`src/rtl/mmio_port_ctrl.sv`:
```
// -----------------------------------------------------------------------------
// mmio_port_ctrl
//
// Memory-mapped I/O port controller for a simple load/store processor.
// A 16-byte register window at BASE_ADDR exposes a transmit data register, a
// one-byte receive buffer and a status register with write-one-to-clear flags.
//
//   offset 0  DATA_OUT  RW  write launches a word on PortOut (dropped if busy)
//   offset 1  DATA_IN   RO  received byte; a read pops the buffer
//   offset 2  STATUS    R/W1C {TX_DROP, RX_OVERRUN, TX_BUSY, RX_FULL}
//   offset 3  unmapped, reads 0
//
// Ports
//   clk            single clock, all state updates on its rising edge
//   reset          asynchronous active-low reset
//   Address        processor byte address (bits [1:0] ignored)
//   WriteData      processor store data
//   MemWrite       store strobe, qualified by address hit
//   MemRead        load strobe, qualified by address hit
//   ReadData       combinational load data, 0 when not reading this window
//   PortIn         device byte, stable from PortInValid rise until PortInAck
//   PortInValid    asynchronous device strobe, rising edge offers a byte
//   PortInAck      one-cycle pulse when an offered byte has been taken
//   PortOut        output data register
//   PortOutValid   PortOut holds a word the device has not yet accepted
//   PortOutReady   device accepts PortOut (synchronous to clk)
// -----------------------------------------------------------------------------
module mmio_port_ctrl #(
  parameter logic [31:0] BASE_ADDR = 32'h1001_0000
) (
  input  logic        clk,
  input  logic        reset,
  input  logic [31:0] Address,
  input  logic [31:0] WriteData,
  input  logic        MemWrite,
  input  logic        MemRead,
  output logic [31:0] ReadData,
  input  logic [7:0]  PortIn,
  input  logic        PortInValid,
  output logic        PortInAck,
  output logic [31:0] PortOut,
  output logic        PortOutValid,
  input  logic        PortOutReady
);

  typedef enum logic {
    TX_IDLE = 1'b0,
    TX_SEND = 1'b1
  } tx_state_e;

  localparam logic [1:0] OFF_DATA_OUT = 2'd0;
  localparam logic [1:0] OFF_DATA_IN  = 2'd1;
  localparam logic [1:0] OFF_STATUS   = 2'd2;

  // Address decode
  logic       hit;
  logic [1:0] offset;
  logic       wr_data_out;
  logic       wr_status;
  logic       rd_data_in;
  logic       addr_unused;

  assign hit         = (Address[31:4] == BASE_ADDR[31:4]);
  assign offset      = Address[3:2];
  assign wr_data_out = MemWrite & hit & (offset == OFF_DATA_OUT);
  assign wr_status   = MemWrite & hit & (offset == OFF_STATUS);
  assign rd_data_in  = MemRead  & hit & (offset == OFF_DATA_IN);
  assign addr_unused = ^Address[1:0];

  // State
  logic        s1_q, s1_d;
  logic        s2_q, s2_d;
  logic        s3_q, s3_d;
  logic        ack_q, ack_d;
  logic [7:0]  rx_byte_q, rx_byte_d;
  logic        rx_full_q, rx_full_d;
  logic        rx_overrun_q, rx_overrun_d;
  tx_state_e   state_q, state_d;
  logic [31:0] port_out_q, port_out_d;
  logic        out_valid_q, out_valid_d;
  logic        tx_drop_q, tx_drop_d;
  logic        capture;

  // A rising edge of the synchronised strobe (s2 high, history s3 still low)
  // is one offer; s3 restarting at 0 after reset re-detects a held strobe.
  assign capture = s2_q & ~s3_q;

  // Next-state logic
  always_comb begin
    s1_d = PortInValid;
    s2_d = s1_q;
    s3_d = s2_q;
    ack_d = capture;

    rx_byte_d    = rx_byte_q;
    rx_full_d    = rx_full_q;
    rx_overrun_d = rx_overrun_q;

    // A same-edge pop frees the buffer, so the new byte loads without overrun.
    if (capture) begin
      rx_full_d = 1'b1;
      if (!rx_full_q || rd_data_in) begin
        rx_byte_d = PortIn;
      end
    end else if (rd_data_in) begin
      rx_full_d = 1'b0;
    end

    // Clear first, then set, so a same-cycle set event wins.
    if (wr_status && WriteData[2]) begin
      rx_overrun_d = 1'b0;
    end
    if (capture && rx_full_q && !rd_data_in) begin
      rx_overrun_d = 1'b1;
    end

    state_d    = state_q;
    port_out_d = port_out_q;
    tx_drop_d  = tx_drop_q;

    if (wr_status && WriteData[3]) begin
      tx_drop_d = 1'b0;
    end

    case (state_q)
      TX_IDLE: begin
        if (wr_data_out) begin
          port_out_d = WriteData;
          state_d    = TX_SEND;
        end
      end
      TX_SEND: begin
        // The word on PortOut is still owned by the device until this edge,
        // so a write here is lost even when it coincides with acceptance.
        if (wr_data_out) begin
          tx_drop_d = 1'b1;
        end
        if (PortOutReady) begin
          state_d = TX_IDLE;
        end
      end
      default: state_d = TX_IDLE;
    endcase

    out_valid_d = (state_d == TX_SEND);
  end

  always_ff @(posedge clk or negedge reset) begin
    if (!reset) begin
      s1_q         <= 1'b0;
      s2_q         <= 1'b0;
      s3_q         <= 1'b0;
      ack_q        <= 1'b0;
      rx_byte_q    <= 8'h00;
      rx_full_q    <= 1'b0;
      rx_overrun_q <= 1'b0;
      state_q      <= TX_IDLE;
      port_out_q   <= 32'h0;
      out_valid_q  <= 1'b0;
      tx_drop_q    <= 1'b0;
    end else begin
      s1_q         <= s1_d;
      s2_q         <= s2_d;
      s3_q         <= s3_d;
      ack_q        <= ack_d;
      rx_byte_q    <= rx_byte_d;
      rx_full_q    <= rx_full_d;
      rx_overrun_q <= rx_overrun_d;
      state_q      <= state_d;
      port_out_q   <= port_out_d;
      out_valid_q  <= out_valid_d;
      tx_drop_q    <= tx_drop_d;
    end
  end

  // Load data
  always_comb begin
    ReadData = 32'h0;
    if (MemRead && hit) begin
      case (offset)
        OFF_DATA_OUT: ReadData = port_out_q;
        OFF_DATA_IN:  ReadData = {24'h0, rx_byte_q};
        OFF_STATUS:   ReadData = {28'h0, tx_drop_q, rx_overrun_q,
                                  (state_q == TX_SEND), rx_full_q};
        default:      ReadData = 32'h0;
      endcase
    end
  end

  assign PortInAck    = ack_q;
  assign PortOut      = port_out_q;
  assign PortOutValid = out_valid_q;

endmodule

```
`config.mk`:
```
export PLATFORM = sky130hd
export DESIGN_NAME = mmio_port_ctrl
export DESIGN_NICKNAME = d
export VERILOG_FILES = /design/src/rtl/mmio_port_ctrl.sv
export SDC_FILE = /design/constraint.sdc
export NUM_CORES = 1
export LEC_CHECK = 0
export BUFFER_PORTS_ARGS = -buffer_cell sky130_fd_sc_hd__buf_2
export CORE_MARGIN = 1.5
export CORE_UTILIZATION = 35
export CTS_BUF_LIST = sky130_fd_sc_hd__clkbuf_4 sky130_fd_sc_hd__clkbuf_8
export CTS_CLUSTER_DIAMETER = 200
export DETAILED_ROUTE_END_ITERATION = 8
export GPL_TIMING_DRIVEN = 0
export HOLD_SLACK_MARGIN = 0.15
export PLACE_DENSITY = 0.67
export REMOVE_ABC_BUFFERS = 1
export SLEW_MARGIN = 25
export SYNTH_ARGS = -nofsm -noshare
export SYNTH_HDL_FRONTEND = slang
export SYNTH_SLANG_ARGS = --single-unit
```
`constraint.sdc`:
```
create_clock -name clk -period 3.5 [get_ports clk]
set_clock_uncertainty 0.2 [all_clocks]
set_input_delay 0.875 -clock clk [delete_from_list [all_inputs] [get_ports clk]]
set_output_delay 0.875 -clock clk [all_outputs]
set_load 0.1 [all_outputs]
```
==> impl_metrics.tcl <==
set metrics [dict create \
    portBuffers 141 \
    maxUsedRoutingLayer "met4" \
    vias 1925 \
    setup_viol 0 \
    r2r-end "PortOut[20]$_DFFE_PN0P_" \
    ys_warn_count 0 \
    path_delay_family "simple AND/OR/NAND/NOR gates" \
    drc 9 \
    wl_met2_um 3033 \
    hold_buffers 0 \
    cts-root-buf "clkbuf_8" \
    die_x_um 85.20 \
    worst_pin_slew_ns 0.5953 \
    yosysTopAreaCell "dfrtp_1" \
    num_antenna_cells 0 \
    grt_overflow 0 \
    cts.sinks 48 \
    grt_max_degree 49 \
    final_cells 397 \
    dr.first_iter.drc_count 94 \
    status "finished with violations" \
    wl_per_cell_um 15.17 \
    total_power_w 0.001039 \
    ant_nets 0 \
    tritoncts "built" \
    ys_seq_elements 48 \
    final_nets 397 \
    rrSetupSlack_ns 1.61 \
    crit_arrival_ns 2.36 \
    met1_length_um 2483 \
    ys_types 35 \
    core_sq_um 6422 \
    fmax_mhz 290.7 \
    mostFrequentLayoutCells "buf_2 (103), dfrtp_1 (48), mux2_4 (29), buf_6 (27), and2_1 (24)" \
    crit_slowest_cell "nor4b_4" \
    viasPerCell 4.849 \
    required_ns 2.42 \
    synth.area.top_cells "dfrtp_1 (51%), mux2_4 (18%), and2_1 (6.3%)" \
    antenna_found_initial 0 \
    hold_start "s1_q$_DFF_PN0_" \
    rsz0062_at_grt "true" \
    grt_pass1_wl_um 9501 \
    synth_seq_area_share_pct 50.79 \
    violations "design-rule violations" \
    final.min_clock_period_ns 3.440 \
    maxCapViolCount 0 \
    grt_pass1_vias 1967 \
    track_usage_pct 16.80 \
    cts_buffers 5 \
    synthToLayoutAreaGrowth_pct 53.54 \
    worstPathCellList "buf_2 -> nor4b_4 -> nand3_1 -> nor2_4 -> and3_4 -> and2_1 -> buf_8" \
    finalCritPeriodShare_pct 98.27 \
    final_common_cell "buf_2" \
    utilization_pct 56.54 \
    slowest_delay_ns 0.32 \
    clk_latency_ns 0.29 \
    synth_cells 173 \
    netlist.area_leader.share_pct 50.79 \
    whs_ns 0.1619 \
    gp_congestion 0.7800 \
    avgSynthCellArea_sq_um 13.67 \
    start_kind "input pin" \
    clockBufferDepth 2 \
    wl_met3_um 498 \
    setup_tns_ns 0 \
    dieArea_sq_um 7258 \
    crit_buf_inv 2 \
    peakVddDrop_mv 0.1665 \
    design.portCount 144 \
    end_kind "primary output" \
    hold_viol 0 \
    cts_max_level 2 \
    hold_path_depth 0 \
    clk_pin_slew_ns 0.09 \
    worst_slew_margin_rel_pct 60.32 \
    min_to "s2_q$_DFF_PN0_" \
    p_per_area_nw_per_um2 286.2 \
    leakagePower_nw 1.933 \
    r2r_start "PortOutValid$_DFF_PN0_" \
    start_util_pct 36.82 \
    dp.cells 383 \
    wirelength_um 6024 \
    placementRows 29 \
    worst-r2r-cell-count 3 \
    drive_gt1_share_pct 66.88 \
    dr.pass1.iters 6 \
    min_path_type "flop to flop" \
    critPathMaxFanout 14 \
    die_y_um 85.20 \
    critPathKind "input pin to primary output" \
    syn_area_sq_um 2365 \
    drv_slew 0 \
    dp_hpwl_um 4023 \
]
state kept, by name, indices dropped and copies added, names as in the netlist:
signal and cells:
PortInAck 1, PortOutValid 1, rx_overrun_q 1, PortOut 32, tx_drop_q 1, s3_q 1, rx_byte_q 8, s1_q 1
s2_q 1, rx_full_q 1
worst max path at each step:
stage / start / end / slack [ns] / depth (start not counted)
finish: Address[27] / ReadData[30] / 0.06 / 7
CTS: Address[6] / ReadData[5] / -0.004 / 7
detailed placement: Address[27] / ReadData[7] / -0.82 / 7
global route: Address[27] / ReadData[6] / -0.01 / 7
floorplan: Address[27] / ReadData[0] / -0.71 / 5
global placement: Address[27] / ReadData[5] / -0.80 / 7
synth_stat cells:
| cell | count |
|---|---|
| mux2i_1 | 2 |
| and2_1 | 24 |
| nor4b_2 | 1 |
| nand4b_1 | 1 |
| mux2_4 | 29 |
| nand4_2 | 1 |
| nor4_4 | 1 |
| nand2b_1 | 1 |
| nand3_1 | 2 |
| a21oi_1 | 4 |
| nand2_1 | 6 |
| mux2_2 | 11 |
| clkbuf_1 | 4 |
| nand2_2 | 1 |
| nor3_2 | 1 |
| o31ai_2 | 1 |
| nor3_1 | 1 |
| nor2_1 | 7 |
| o2bb2ai_1 | 1 |
| nor4_1 | 2 |
| buf_6 | 1 |
| a21o_1 | 1 |
| buf_12 | 3 |
| a22oi_1 | 2 |
| nor4b_1 | 1 |
| nor4_2 | 2 |
| a31oi_1 | 1 |
| dfrtp_1 | 48 |
| nand4_1 | 1 |
| a22o_1 | 4 |
| buf_2 | 1 |
| inv_1 | 4 |
| a311o_2 | 1 |
| and3_1 | 1 |
| and3b_1 | 1 |
per-stage QoR:
stage	worst slack, ns	area [sq um]
finish	0.06040	3631
global route	-0.01077	3631
CTS	-0.004230	3491
detailed placement	-0.8171	3099
global placement	-0.7980	3075
floorplan	-0.7117	2273
what timing repair did:
item | 4_1_cts | 5_1_grt
cloned | 2 | 0
pin swaps | 4 | 11
buffers inserted | 1 | 3
setup endpoints to repair | 32 | 32
resized for setup | 75 | 18
worst reg2reg max path: stages, from the launching register on:
cell     delay, ns
dfrtp_1       0.43
and3b_2       0.56
buf_12        0.26
mux2_4        0.33
cells by family (layout without fill, tap and decap cells):
kind of cell | after synthesis | in the layout | synth area share, %
AOI/OAI and AO/OA | 15 | 15 | 4.921
buffers and inverters | 13 | 158 | 4.497
DFF | 48 | 48 | 50.79
muxes | 42 | 42 | 24.50
and+or+nand+nor | 55 | 57 | 15.29
layout make-up:
type                    count  area, sq um
fillers                   549         2791
flip-flops and latches     48         1201
multi-input cells         114         1190
repair buffers            146         1017
well taps                  77        96.34
clock buffers               6        76.32
clock inverters             2        35.03
inverters                   4        15.01
layer usage:
layer	up-vias	track usage [%]
met2	90	28.21
met1	926	21.49
met4	0	3.875
li1	907	-
met5	-	0
met3	2	4.864
where the power goes:
group	leakage (nW)	switching (W)	internal, W	total, W
combinational	1.23	0.0000446	0.0000422	0.0000868
clock	0.0586	0.000176	0.000220	0.000396
sequential	0.647	0.000000687	0.000556	0.000557
total	1.93	0.000221	0.000818	0.00104
No activity file was read; power rests on OpenSTA's default activity.
